## config.mk

```make
export PLATFORM = sky130hd
export DESIGN_NAME = inv_adder_solve_ctrl
export DESIGN_NICKNAME = d
export VERILOG_FILES = /design/src/rtl/inv_adder_pkg.sv /design/src/rtl/bit_vote_counter.sv /design/src/rtl/inv_adder_solve_ctrl.sv
export SDC_FILE = /design/constraint.sdc
export NUM_CORES = 1
export LEC_CHECK = 0
export ABC_CLOCK_PERIOD_IN_PS = 9150
export CAP_MARGIN = 20
export CORE_UTILIZATION = 45
export CTS_CLUSTER_SIZE = 30
export DETAILED_ROUTE_END_ITERATION = 16
export SYNTH_ARGS = -nofsm -noshare
export SYNTH_HDL_FRONTEND = slang
export SYNTH_HIERARCHICAL = 1
export SYNTH_SLANG_ARGS = --single-unit
```

## constraint.sdc

```tcl
create_clock -name clk -period 9.15 [get_ports clk]
set_input_delay 1.83 -clock clk [delete_from_list [all_inputs] [get_ports clk]]
set_output_delay 1.83 -clock clk [all_outputs]
set_load 0.005 [all_outputs]
```

## src/rtl/inv_adder_pkg.sv

```systemverilog
// Shared types and defaults for the invertible-adder solve controller.
package inv_adder_pkg;

    localparam int DEF_WIDTH = 4;
    localparam int DEF_CNT_W = 16;

    localparam logic [1:0] MODE_FWD     = 2'd0;
    localparam logic [1:0] MODE_INV_SUM = 2'd1;
    localparam logic [1:0] MODE_SUB     = 2'd2;

    typedef enum logic [2:0] {
        ST_IDLE,
        ST_CLEAR,
        ST_BURN,
        ST_SAMPLE,
        ST_VOTE,
        ST_DONE
    } state_t;

endpackage

```

## src/rtl/bit_vote_counter.sv

```systemverilog
// Counts how many sampled cycles a single adder output bit was 1 and
// reports whether that bit won a strict majority of the sample window.
module bit_vote_counter #(
    parameter int CNT_W = 16
) (
    input  logic             clk,
    input  logic             rst,
    input  logic             clear,
    input  logic             en,
    input  logic             bit_in,
    input  logic [CNT_W-1:0] window,
    output logic             vote
);

    logic [CNT_W-1:0] count;

    always_ff @(posedge clk or posedge rst) begin
        if (rst) begin
            count <= '0;
        end else if (clear) begin
            count <= '0;
        end else if (en && bit_in) begin
            count <= count + CNT_W'(1);
        end
    end

    // 2*count > window, one extra bit so the doubling cannot wrap; a tie votes 0
    assign vote = {count, 1'b0} > {1'b0, window};

endmodule

```

## src/rtl/inv_adder_solve_ctrl.sv

```systemverilog
// Solve sequencer for the annealed invertible adder: restart, burn-in,
// sample window, then a per-bit majority vote returned as the solution.
module inv_adder_solve_ctrl
    import inv_adder_pkg::*;
#(
    parameter int WIDTH = DEF_WIDTH,
    parameter int CNT_W = DEF_CNT_W
) (
    input  logic             clk,
    input  logic             reset,
    input  logic             req_valid,
    output logic             req_ready,
    input  logic [1:0]       req_mode,
    input  logic             req_update_mode,
    input  logic [WIDTH-1:0] req_a,
    input  logic [WIDTH-1:0] req_b,
    input  logic [WIDTH-1:0] req_sum,
    input  logic [CNT_W-1:0] req_burn_in,
    input  logic [CNT_W-1:0] req_window,
    input  logic             abort,
    output logic             adder_reset,
    output logic [1:0]       adder_mode,
    output logic             adder_update_mode,
    output logic [WIDTH-1:0] adder_a,
    output logic [WIDTH-1:0] adder_b,
    output logic [WIDTH-1:0] adder_sum,
    input  logic [WIDTH-1:0] a_out,
    input  logic [WIDTH-1:0] b_out,
    input  logic [WIDTH-1:0] sum_out,
    input  logic             overflow,
    output logic             res_valid,
    input  logic             res_ready,
    output logic [WIDTH-1:0] res_a,
    output logic [WIDTH-1:0] res_b,
    output logic [WIDTH-1:0] res_sum,
    output logic             res_overflow,
    output logic             busy,
    output state_t           state
);

    // Both handshakes are plain valid/ready: a transfer happens on a rising
    // clock edge where valid and ready are both high, and nothing else moves.

    localparam int NBITS = 3 * WIDTH + 1;

    state_t           state_q, state_d;
    logic [CNT_W-1:0] burn_q, win_q, cnt_q;
    logic [NBITS-1:0] sample_bits, votes;
    logic             cnt_clear, cnt_en;

    always_comb begin
        state_d   = state_q;
        req_ready = 1'b0;
        res_valid = 1'b0;
        cnt_clear = 1'b0;
        cnt_en    = 1'b0;
        unique case (state_q)
            ST_IDLE: begin
                req_ready = 1'b1;
                if (req_valid) state_d = ST_CLEAR;
            end
            ST_CLEAR: begin
                cnt_clear = 1'b1;
                if (abort)              state_d = ST_IDLE;
                else if (burn_q != '0)  state_d = ST_BURN;
                else                    state_d = ST_SAMPLE;
            end
            ST_BURN: begin
                if (abort)                     state_d = ST_IDLE;
                else if (cnt_q == CNT_W'(1))   state_d = ST_SAMPLE;
            end
            ST_SAMPLE: begin
                cnt_en = 1'b1;
                if (abort)                     state_d = ST_IDLE;
                else if (cnt_q == CNT_W'(1))   state_d = ST_VOTE;
            end
            ST_VOTE: state_d = ST_DONE;
            ST_DONE: begin
                res_valid = 1'b1;
                if (res_ready) state_d = ST_IDLE;
            end
            default: state_d = ST_IDLE;
        endcase
    end

    always_ff @(posedge clk or posedge reset) begin
        if (reset) state_q <= ST_IDLE;
        else       state_q <= state_d;
    end

    always_ff @(posedge clk or posedge reset) begin
        if (reset) begin
            adder_reset       <= 1'b1;
            adder_mode        <= 2'd0;
            adder_update_mode <= 1'b0;
            adder_a           <= '0;
            adder_b           <= '0;
            adder_sum         <= '0;
            burn_q            <= '0;
            win_q             <= '0;
            cnt_q             <= '0;
            res_a             <= '0;
            res_b             <= '0;
            res_sum           <= '0;
            res_overflow      <= 1'b0;
        end else begin
            // registered so the adder sees a clean reset pulse aligned to CLEAR
            adder_reset <= (state_d == ST_CLEAR);
            if (state_q == ST_IDLE && req_valid) begin
                adder_mode        <= req_mode;
                adder_update_mode <= req_update_mode;
                adder_a           <= req_a;
                adder_b           <= req_b;
                adder_sum         <= req_sum;
                burn_q            <= req_burn_in;
                win_q             <= (req_window == '0) ? CNT_W'(1) : req_window;
            end
            // one down-counter serves both the burn-in and the sample window
            if (state_d == ST_BURN && state_q != ST_BURN)
                cnt_q <= burn_q;
            else if (state_d == ST_SAMPLE && state_q != ST_SAMPLE)
                cnt_q <= win_q;
            else if (state_q == ST_BURN || state_q == ST_SAMPLE)
                cnt_q <= cnt_q - CNT_W'(1);
            if (state_q == ST_VOTE)
                {res_overflow, res_sum, res_b, res_a} <= votes;
        end
    end

    assign sample_bits = {overflow, sum_out, b_out, a_out};

    for (genvar i = 0; i < NBITS; i++) begin : g_vote
        bit_vote_counter #(.CNT_W(CNT_W)) u_cnt (
            .clk    (clk),
            .rst    (reset),
            .clear  (cnt_clear),
            .en     (cnt_en),
            .bit_in (sample_bits[i]),
            .window (win_q),
            .vote   (votes[i])
        );
    end

    assign busy  = (state_q != ST_IDLE);
    assign state = state_q;

endmodule

```

==> results.sh <==
export IMPL_status="completed"
export IMPL_r2r_cells=8
export IMPL_min_period_ns=3.91
export IMPL_path_delay_family="buffers and inverters"
export IMPL_finalCritPeriodShare=0.428
export IMPL_cp_max_fo=15
export IMPL_area_delta_synth_final_pct=15.0
export IMPL_syn_inst=2097
export IMPL_path_buf_inv=2
export IMPL_cts_buffers=37
export IMPL_grt_pass1_wl_mm=82.8
export IMPL_clock_sinks=288
export IMPL_clkLatencyLatePin_ns=0.55
export IMPL_place_hpwl_mm=33.4
export IMPL_cpPeakStageDelay_ns=0.56
export IMPL_synth_distinct_cells=60
export IMPL_p_leak_nw=10.3
export IMPL_drt_pass1_iterations=6
export IMPL_rows=75
export IMPL_ys_ff_latch=288
export IMPL_dr_total_vias=15800
export IMPL_synth_edff_count=0
export IMPL_port_buffers=99
export IMPL_max_freq_mhz=256
export IMPL_io_pins=100
export IMPL_dp_cells=2695
export IMPL_die_w_um=208
export IMPL_die_area_um2=43200
export IMPL_setup_tns_ns=0
export IMPL_nets=2471
export IMPL_core_um2=41900
export IMPL_cts_path_max_buffers=3
export IMPL_hold_buffers=0
export IMPL_diodes=0
export IMPL_fin_total_pwr_mw=4.09
export IMPL_powerDensity_nw_per_um2=187
export IMPL_reg2reg_from="state[1]"
export IMPL_grt_pass1_vias=15300
export IMPL_crit_type="reg -> out"
export IMPL_postRouteAntennaNets=0
export IMPL_setup_viol=0
export IMPL_synth_fp_nets=2372
export IMPL_wire_per_inst_um=18.5
export IMPL_cp_depth=3
export IMPL_drive_gt1_frac=0.0932
export IMPL_hp_class="reg -> reg"
export IMPL_layout_common_cells="dfrtp_1, inv_1, ha_1, a21oi_1, nor2_1"
export IMPL_crit_path_cell_trace="or3_1 > inv_1 > clkdlybuf4s50_1"
export IMPL_post_place_ws_ns=5.23
export IMPL_final_max_slew_violation_count=0
export IMPL_overflow=0
export IMPL_final_cells=2760
export IMPL_drc=0
export IMPL_crit_path_end_kind="primary output"
export IMPL_post_cts_buffers=0
export IMPL_grt_usage=0.240
export IMPL_regToRegEndpoint="g_vote[0].u_cnt/count[15]"
export IMPL_rsz0062_at_grt="false"
export IMPL_place_gp_congestion=0.880
export IMPL_cts_resized=0
export IMPL_critPathArrivalTime_ns=2.08
export IMPL_synth_seq_area_share=0.378
export IMPL_clockRootBuffer="clkbuf_16"
export IMPL_antenna_found_initial=0
export IMPL_ys_flop_type="dfrtp_1"
export IMPL_drt_iter0_markers=987
export IMPL_stdcell_area_um2=21900
export IMPL_die_h_um=208
export IMPL_ir_worst_vdd_mv=0.103
export IMPL_dpl_cell_area_um2=20600
export IMPL_async_flop_share=1.00
export IMPL_drt_vias_per_instance=5.73
export IMPL_startpoint="state[2]"
export IMPL_syn_avg_cell_area_um2=9.09
export IMPL_yosysWarnings=6
export IMPL_syn_area_um2=19100
export IMPL_cts_reportedPaths_clkPinSlew_ns=0.06
export IMPL_htreeDepth=2
export IMPL_final_common_cell="dfrtp_1"
export IMPL_setup_worst_path_end="req_ready"
export IMPL_drv_cap=0
export IMPL_setup_slack_ns=5.24
export IMPL_finalHoldViolCount=0
export IMPL_cp_required_ns=7.32
export IMPL_skew_ns=0.0161
export IMPL_grt_max_degree=209
export IMPL_tightestPinTransition_ns=1.27
export IMPL_start_util=0.455
export IMPL_crit_slowest_cell="dfrtp_1"
export IMPL_max_slew_margin=0.152
export IMPL_fillers=3811
export IMPL_startpoint_type="register"
export IMPL_ff2ff_setup_slack_ns=5.96
export IMPL_cts_tree="done"
export IMPL_totalWireLength_mm=51.1
metrics by stage:
| step | utilization | hold slack (ns) |
|---|---|---|
| after global routing | 0.524 | 0.522 |
| final | 0.524 | 0.504 |
| after CTS | 0.523 | 0.511 |
| after detailed placement | 0.493 | 0.499 |
| after floorplan | - | 0.469 |
| after global placement | 0.493 | 0.491 |
Yosys cell counts (14+ instances only):
| library cell | n | area, um^2 |
|---|---|---|
| a211oi_1 | 14 | 105 |
| a21o_1 | 14 | 105 |
| a21oi_1 | 178 | 891 |
| a22oi_1 | 22 | 165 |
| and3_1 | 28 | 175 |
| and4_1 | 14 | 123 |
| clkbuf_1 | 47 | 176 |
| dfrtp_1 | 287 | 7180 |
| ha_1 | 210 | 2630 |
| inv_1 | 239 | 897 |
| mux2_2 | 59 | 664 |
| nand2_1 | 134 | 503 |
| nand2b_1 | 18 | 113 |
| nand3_1 | 71 | 355 |
| nand4_1 | 78 | 488 |
| nor2_1 | 161 | 604 |
| nor3_1 | 18 | 90.1 |
| nor3b_1 | 27 | 203 |
| nor4_1 | 22 | 138 |
| o21ai_0 | 104 | 521 |
| o31ai_1 | 28 | 210 |
| or3_1 | 29 | 181 |
| or3_2 | 26 | 195 |
| or4_1 | 28 | 210 |
| xnor2_1 | 73 | 639 |
| xor2_1 | 55 | 482 |
flip-flops by register name, indices dropped and copies added, names as in the netlist, 4 cells and up:
signal	cells
res_b	4
adder_sum	4
adder_a	4
cnt_q	16
res_sum	4
adder_b	4
res_a	4
g_vote.u_cnt/count	208
win_q	16
burn_q	16
worst min-delay path by stage:
stage,from,to,slack (ns),cells past startpoint
2_1_floorplan,burn_q[0],cnt_q[0],0.47,2
3_3_place_gp,adder_a[0],adder_a[0],0.49,1
3_5_place_dp,adder_sum[1],adder_sum[1],0.50,1
4_1_cts,adder_sum[1],adder_sum[1],0.51,1
5_1_grt,adder_b[2],adder_b[2],0.52,1
6_report,adder_sum[1],adder_sum[1],0.50,1
layout make-up:
class / instances / area [um^2] / share of cell area
repair buffers: 114 / 1130 / 0.0515
inverters: 239 / 900 / 0.0411
multi-input cells: 1516 / 10700 / 0.490
clock buffers: 52 / 1060 / 0.0486
clock inverters: 12 / 189 / 0.00862
flip-flops and latches: 288 / 7210 / 0.329
well taps: 539 / 674 / 0.0308
cell families (layout without fill, tap and decap cells):
logic type / Yosys count / count (layout) / share of synthesized area
simple gates: 719 / 719 / 0.211
compound gates: 398 / 398 / 0.120
buf+inv: 293 / 417 / 0.0586
flops: 288 / 288 / 0.378
fa+ha+maj: 210 / 210 / 0.138
xor+xnor: 128 / 128 / 0.0588
mux: 61 / 61 / 0.0359
per-layer routing:
| metal | global-route usage | share of wire |
|---|---|---|
| met4 | 0.0797 | 0.027 |
| met2 | 0.398 | 0.47 |
| met5 | 0 | 0 |
| met1 | 0.327 | 0.46 |
| met3 | 0.0266 | 0.041 |
where the power goes:
group | total [mW] | internal (mW) | switching, mW
Clock | 1.52 | 0.950 | 0.572
Sequential | 1.61 | 1.38 | 0.232
Combinational | 0.958 | 0.398 | 0.560
Note: power is estimated with default switching activity, not from simulation.
